`config.mk`:
```
export PLATFORM = sky130hd
export DESIGN_NAME = imem_dport_arbiter
export DESIGN_NICKNAME = d
export VERILOG_FILES = /design/src/rtl/imem_arb_pkg.sv /design/src/rtl/arb_starve_counter.sv /design/src/rtl/imem_dport_arbiter.sv
export SDC_FILE = /design/constraint.sdc
export NUM_CORES = 1
export LEC_CHECK = 0
export ABC_AREA = 1
export ABC_CLOCK_PERIOD_IN_PS = 1900
export BUFFER_PORTS_ARGS = -buffer_cell sky130_fd_sc_hd__buf_2
export CORE_MARGIN = 10
export CORE_UTILIZATION = 32
export DETAILED_ROUTE_END_ITERATION = 10
export GPL_TIMING_DRIVEN = 0
export HOLD_SLACK_MARGIN = 0.03
export PLACE_DENSITY = 0.87
export SLEW_MARGIN = 20
export SYNTH_ARGS = -nofsm -noshare
export SYNTH_HDL_FRONTEND = slang
export SYNTH_SLANG_ARGS = --single-unit
```
`constraint.sdc`:
```
create_clock -name Clock -period 1.9 [get_ports Clock]
set_input_delay 0.095 -clock Clock [delete_from_list [all_inputs] [get_ports Clock]]
set_output_delay 0.095 -clock Clock [all_outputs]
set_load 0.005 [all_outputs]
```
`src/rtl/imem_arb_pkg.sv`:
```
// rtl/imem_arb_pkg.sv - shared types and constants for the instruction RAM D-port arbiter
package imem_arb_pkg;

    // Owner of the read issued in the previous cycle, i.e. who gets the returning data
    typedef enum logic [1:0] {
        RT_NONE = 2'd0,
        RT_CPU  = 2'd1,
        RT_DBG  = 2'd2
    } rt_state_e;

    localparam int WAIT_CNT_W = 8;

endpackage

```
`src/rtl/arb_starve_counter.sv`:
```
// rtl/arb_starve_counter.sv - saturating wait counter for the debug requester
module arb_starve_counter
    import imem_arb_pkg::*;
#(
    parameter int LIMIT = 8
) (
    input  logic                  clk,
    input  logic                  rst_n,
    input  logic                  clear,
    input  logic                  inc,
    output logic [WAIT_CNT_W-1:0] count,
    output logic                  at_limit
);

    localparam logic [WAIT_CNT_W-1:0] LIM = WAIT_CNT_W'(LIMIT);

    always_ff @(posedge clk or negedge rst_n) begin
        if (!rst_n) begin
            count <= '0;
        end else if (clear) begin
            count <= '0;
        end else if (inc && (count < LIM)) begin
            count <= count + 1'b1;
        end
    end

    assign at_limit = (count == LIM);

endmodule

```
`src/rtl/imem_dport_arbiter.sv`:
```
// rtl/imem_dport_arbiter.sv - CPU/debug arbiter for the instruction RAM D read port
// Optional out-of-range check: IMEM_ARB_RANGE_CHK_EN
module imem_dport_arbiter
    import imem_arb_pkg::*;
#(
    parameter int ADDR_WIDTH   = 29,
    parameter int DATA_WIDTH   = 32,
    parameter int STARVE_LIMIT = 8,
    parameter int MEM_WORDS    = 256
) (
    input  logic                  Clock,
    input  logic                  SysReset,
    input  logic                  CpuReq,
    input  logic [ADDR_WIDTH-1:0] CpuAddr,
    output logic                  CpuStall,
    output logic                  CpuValid,
    output logic [DATA_WIDTH-1:0] CpuData,
    input  logic                  DbgReq,
    input  logic [ADDR_WIDTH-1:0] DbgAddr,
    output logic                  DbgValid,
    output logic [DATA_WIDTH-1:0] DbgData,
    output logic                  AddrErr,
    output logic                  En_D,
    output logic [ADDR_WIDTH-1:0] Addr_D,
    input  logic [DATA_WIDTH-1:0] Data_D
);

    rt_state_e              state;
    logic [WAIT_CNT_W-1:0]  wait_cnt;
    logic                   at_limit;
    logic                   active;
    logic                   dbg_ok;
    logic                   force_dbg;
    logic                   dbg_win;
    logic                   cpu_win;
    logic                   issue;
    logic [ADDR_WIDTH-1:0]  win_addr;
    logic                   out_of_range;

    // Grants are suppressed combinationally while reset is held so En_D stays low
    assign active    = SysReset;
    assign dbg_ok    = DbgReq && (state != RT_DBG);
    assign force_dbg = dbg_ok && at_limit;
    assign dbg_win   = active && (force_dbg || (dbg_ok && !CpuReq));
    assign cpu_win   = active && CpuReq && !force_dbg;
    assign issue     = dbg_win || cpu_win;
    assign win_addr  = dbg_win ? DbgAddr : (cpu_win ? CpuAddr : '0);
    assign CpuStall  = active && force_dbg && CpuReq;
    assign Addr_D    = win_addr;

    assign out_of_range = issue && (win_addr >= ADDR_WIDTH'(MEM_WORDS));

    arb_starve_counter #(
        .LIMIT (STARVE_LIMIT)
    ) u_starve (
        .clk      (Clock),
        .rst_n    (SysReset),
        .clear    (dbg_win),
        .inc      (dbg_ok && cpu_win),
        .count    (wait_cnt),
        .at_limit (at_limit)
    );

    always_ff @(posedge Clock or negedge SysReset) begin
        if (!SysReset) begin
            state <= RT_NONE;
        end else if (dbg_win) begin
            state <= RT_DBG;
        end else if (cpu_win) begin
            state <= RT_CPU;
        end else begin
            state <= RT_NONE;
        end
    end

    assign CpuValid = (state == RT_CPU);
    assign DbgValid = (state == RT_DBG);

`ifdef IMEM_ARB_RANGE_CHK_EN
    logic err_q;

    // Error bit travels with the return tag; the owner still gets a valid, with zeroed data
    always_ff @(posedge Clock or negedge SysReset) begin
        if (!SysReset) begin
            err_q <= 1'b0;
        end else begin
            err_q <= out_of_range;
        end
    end

    assign En_D    = issue && !out_of_range;
    assign AddrErr = err_q;
    assign CpuData = (err_q && (state == RT_CPU)) ? '0 : Data_D;
    assign DbgData = (err_q && (state == RT_DBG)) ? '0 : Data_D;
`else
    logic unused_range;

    assign unused_range = out_of_range;
    assign En_D         = issue;
    assign AddrErr      = 1'b0;
    assign CpuData      = Data_D;
    assign DbgData      = Data_D;
`endif

endmodule

```
# After elaboration in Yosys (flattened, before gate mapping)
# Index checks and enable logic that the tools add are counted.
# totals
reg_bits	10
elab_cells	29
# op_classes
reduce_logical	15
eq_ne	4
mux	6
magnitude_cmp	1
add_sub_neg	1
# ops
cell	n
2-to-1 mux 29 bit	2
2-to-1 mux 8 bit	2
logical AND 1 bit	10
adder 8 x 1 -> 8 bit, second input constant	1
equality test 8 x 4 -> 1 bit, second input constant	1
< comparator 8 x 4 -> 1 bit, second input constant	1
equality test 2 x 1 -> 1 bit, second input constant	1
equality test 2 bit, second input constant	1
logical NOT 1 bit	2
logical OR 1 bit	2
2-to-1 mux 2 bit	1
!= test 2 bit, second input constant	1
nonzero test 2 bit	1
2-to-1 mux 1 bit	1

# Depth between registers and ports, before layout
# logic_depth
depth_word	9
ltp_mapped	11
ltp_nobuf	10

# Hierarchy
# Synthesis repeated with hierarchy kept, for this count alone.
# unflattened
cells_unflattened	228
hier_area_um2	1515.2
# modules_own_cells
module	instances	area_each_um2	cells_each
imem_dport_arbiter	1	1129.8	185
arb_starve_counter	1	385.4	43

# Worst setup path before layout
# Ideal clock, no wire load.
# synth_path
kind	register -> output
from	register u_starve.count[0]
to	output Addr_D[11]
slack_ps	497
stages_incl_launch_ff	12
required_time_ps	1805
t_arrival_ps	1308
path_cell_list	dfrtp_1 > inv_1 > ha_1 > nand3_2 > nor2_2 > nand2_2 > nand2_2 > nand2_4 > inv_8 > buf_12 > nand2_2 > nand2_1
# synth_via
elab_chain_cells	6
elab_cells_between_ends	8
cone_classes	eq/ne: 1; mux: 2; reduce/logical: 5
# synth_rtl
item	line	source
from (decl)	arb_starve_counter.sv:11	output logic [WAIT_CNT_W-1:0] count,
from (signal assigned)	arb_starve_counter.sv:23	count <= count + 1'b1;
equality test 8 x 4 -> 1 bit (*)	arb_starve_counter.sv:27	assign at_limit = (count == LIM);
logical AND 1 bit (*)	imem_dport_arbiter.sv:43	assign force_dbg = dbg_ok && at_limit;
logical NOT 1 bit	imem_dport_arbiter.sv:45	assign cpu_win = active && CpuReq && !force_dbg;
logical AND 1 bit	imem_dport_arbiter.sv:45	
2-to-1 mux 29 bit	imem_dport_arbiter.sv:47	assign win_addr = dbg_win ? DbgAddr : (cpu_win ? CpuAddr : '0);
2-to-1 mux 29 bit (*)	imem_dport_arbiter.sv:47	
to (decl)	imem_dport_arbiter.sv:24	output logic [ADDR_WIDTH-1:0] Addr_D,
# Every way passes the cells marked *; elsewhere a longest branch is shown, timed or not.

# Final worst setup path
# layout_path
from	register u_starve.count[1]
to	output Addr_D[10]
# Same word-level chain as after synthesis.

==> impl_metrics.py <==
metrics = {
    "yosys": {
        "synthAdderAreaFrac_pct": 1.70,
        "yosys.area_share.simple_pct": 37.8,
        "yosys.area_share.xor_xnor_pct": 0,
        "synth_area_mm2": 0.00147,
        "yosysSeqAreaShare_pct": 17.0,
        "synth_top_family_by_area": "buffers and inverters",
        "synthTopCellsByCount": "nand2_1, buf_4, nand2_2",
        "synth-compound-area-share_pct": 0.935,
        "synth_nets": 318,
        "async_flop_share_pct": 100,
        "synthTopCellsByArea": "buf_4, nand2_1, dfrtp_1",
        "yosysWarnings": 0,
        "synth.area.mux_share_pct": 0,
        "syn_inst": 222,
        "ys_types": 20,
        "yosysMostFrequentCell": "nand2_1",
        "synth-edff-count": 0,
        "yosys.area.top_type_share_pct": 34.2,
        "synth_area_leader_cell": "buf_4",
        "avgSynthCellArea_um2": 6.63,
        "ys_ff_latch": 10,
        "synth_ff_type": "dfrtp_1",
    },
    "detailed_routing": {
        "drtIter0Drc": 51,
        "drt-total-wl_um": 6350,
        "via_per_inst": 4.05,
        "ant_nets": 0,
        "drtPass1Iterations": 4,
        "num_vias": 1792,
        "drc": 0,
        "wl_per_cell_um": 14.3,
    },
    "place": {
        "placedCellCount": 432,
        "pre_cts_ws_ns": 0.232,
        "dpl_cell_area_mm2": 0.00233,
        "gp_congestion": 0.726,
        "dpl.hpwl_um": 5610,
        "port_buffers": 158,
    },
    "clocking": {
        "clock_latency_ns": 0.23,
        "tritoncts": "yes",
        "htreeDepth": 1,
        "cts_buffers": 3,
        "path_clk_slew_ns": 0.04,
        "cts_root_buf": "clkbuf_8",
        "cts_buffer_depth": 2,
        "clock_sinks": 10,
    },
    "finish": {
        "drive_above_1_share_pct": 71.6,
        "num_antenna_cells": 0,
        "layout.nets": 489,
        "finalNonFillerCells": 443,
        "fill_cells": 411,
        "final_cell_area_mm2": 0.00247,
        "areaGrowthSynthToFinish_pct": 68.1,
    },
    "worst_setup_path": {
        "critPathTopFamily": "simple AND/OR/NAND/NOR gates",
        "crit_top_cell": "nand2_2",
        "cp-end-kind": "output pin",
        "crit_chain": "inv_2 > ha_4 > nand3_2 > nor2_2 > nand2_2 > nand2_2 > nand2_4 > clkinv_8 > buf_12 > nand2_2 > nand2_2 > buf_2",
        "critPathLaunchType": "flop",
        "critPathBufInv": 4,
        "crit_path_max_incr_delay_ns": 0.41,
        "arrival_ns": 1.70,
        "crit_required_ns": 1.80,
        "slowest_stage": "dfrtp_1",
        "crit_type": "reg2out",
        "critPathMaxFanout": 10,
    },
    "flow_run": {
        "cap_violations": 0,
    },
    "floorplan": {
        "core-area_mm2": 0.00441,
        "core.rowCount": 24,
        "fp.dieW_um": 87.8,
        "die_y_um": 87.8,
        "io_pins": 192,
        "initial_core_util_pct": 33.4,
        "die_area_mm2": 0.00772,
    },
    "sta": {
        "holdWs_ns": 0.243,
        "finalCritPeriodShare_pct": 94.4,
        "fin_worst_skew_ns": 0.00131,
        "hold_violations": 0,
        "finalCriticalPeriod_ns": 1.79,
        "setup_viol": 0,
        "report.final.slew_viol_count": 0,
        "setup_slack_ns": 0.106,
        "fmax_mhz": 557,
    },
    "global_route": {
        "grt_overflow": 0,
        "grt_pass1_vias": 1914,
        "grt_start_max_net_pins": 13,
        "grt_antenna_before_repair": 0,
        "grt_pass1_wl_um": 9230,
        "grt_use_total_pct": 14.7,
    },
    "outcome": {
        "status": "completed",
    },
    "power": {
        "p_leak_nw": 1.62,
        "power.density_mw_per_mm2": 391,
        "power_mw": 0.967,
        "ir_drop_uv": 177,
    },
    "worst_hold_path": {
        "hold_class": "in2async",
    },
}
-- cells by family after synthesis --
logic type | count (synthesis)
adder cells (fa/ha/maj) | 2
AO/OA/AOI/OAI | 2
flip-flops | 10
AND/OR/NAND/NOR | 122
other | 1
buffers and inverters | 85
-- final timing paths --
kind                                               startpoint                             to  slack (ns)  cells past startpoint
max in group asynchronous                            SysReset  u_starve.count[0]$_DFFE_PN0P_        1.50                      2
worst min-delay path                                 SysReset  u_starve.count[6]$_DFFE_PN0P_        0.24                      2
worst min register to register  u_starve.count[5]$_DFFE_PN0P_  u_starve.count[5]$_DFFE_PN0P_        0.50                      2
worst max-delay path            u_starve.count[1]$_DFFE_PN0P_                     Addr_D[10]        0.11                     12
worst max register to register  u_starve.count[1]$_DFFE_PN0P_  u_starve.count[2]$_DFFE_PN0P_        0.50                     10
min in group Clock                                     DbgReq  u_starve.count[0]$_DFFE_PN0P_        0.29                      5
-- worst register-to-register path: stages, from the launching register on --
cell      delay [ns]
dfrtp_1         0.41
inv_2           0.09
ha_4            0.13
nand3_2         0.07
nor2_2          0.09
nand2_2         0.07
nand2_2         0.08
nand2_4         0.08
clkinv_8        0.09
buf_12          0.14
nor2_2          0.04
-- registers in the layout, indices dropped and copies added (netlist names) --
name	cells
u_starve.count	8
state	2
-- layer usage --
| metal | global-route usage [%] | routed length, µm | part of all wire, % | up-vias |
|---|---|---|---|---|
| met5 | 0 | 0 | 0 | - |
| met1 | 14.7 | 2070 | 33 | 763 |
| met4 | 3.48 | 44 | 0.69 | 0 |
| met2 | 27.1 | 3470 | 55 | 92 |
| met3 | 6.50 | 766 | 12 | 4 |
| li1 | - | - | - | 933 |
-- metrics by stage --
| step | TNS, ns | utilization [%] |
|---|---|---|
| CTS | 0 | 54.3 |
| floorplan | 0 | - |
| finish | 0 | 56.1 |
| detailed placement | 0 | 52.7 |
| global route | -0.00864 | 56.1 |
| global placement | 0 | 52.7 |
-- report_power, final --
group	internal, mW	total (mW)	switching, mW
Combinational	0.293	0.503	0.210
Clock	0.138	0.213	0.0747
Sequential	0.233	0.252	0.0192
Total	0.663	0.967	0.304
-- timing repair --
item                                    in CTS  in global routing
endpoints found under the hold margin       10                  0
hold buffers                                 1                  0
setup buffers                                2                  4
pin swaps                                    0                  1
gates cloned                                 0                  1
gates resized for setup                      0                 10
endpoints found under the setup margin       1                 29
-- layout by cell type (no fill, tap or decap) --
cell type	n
nand3_2	1
clkbuf_16	1
dlygate4sd3_1	1
nand4_1	1
ha_4	1
nand3_1	6
nand2_4	1
nand2_2	24
conb_1	1
buf_12	2
dfrtp_1	10
o21ai_2	1
buf_8	1
buf_4	75
nor2_1	6
buf_2	157
nor2_2	7
inv_1	8
nand2_1	76
clkinv_8	1
clkbuf_8	3
o21ai_0	1
ha_1	1
inv_2	5
-- final cells by class --
cell class,count,area [µm²],share of cell area [%]
Clock buffer,3,41.3,1.67
Tap cell,52,65.1,2.63
Inverter,14,65.1,2.63
Buffer,71,566,22.9
Timing Repair Buffer,166,873,35.3
Sequential cell,10,250,10.1
Multi-Input combinational cell,127,614,24.8
(Power assumes the default switching activity.)
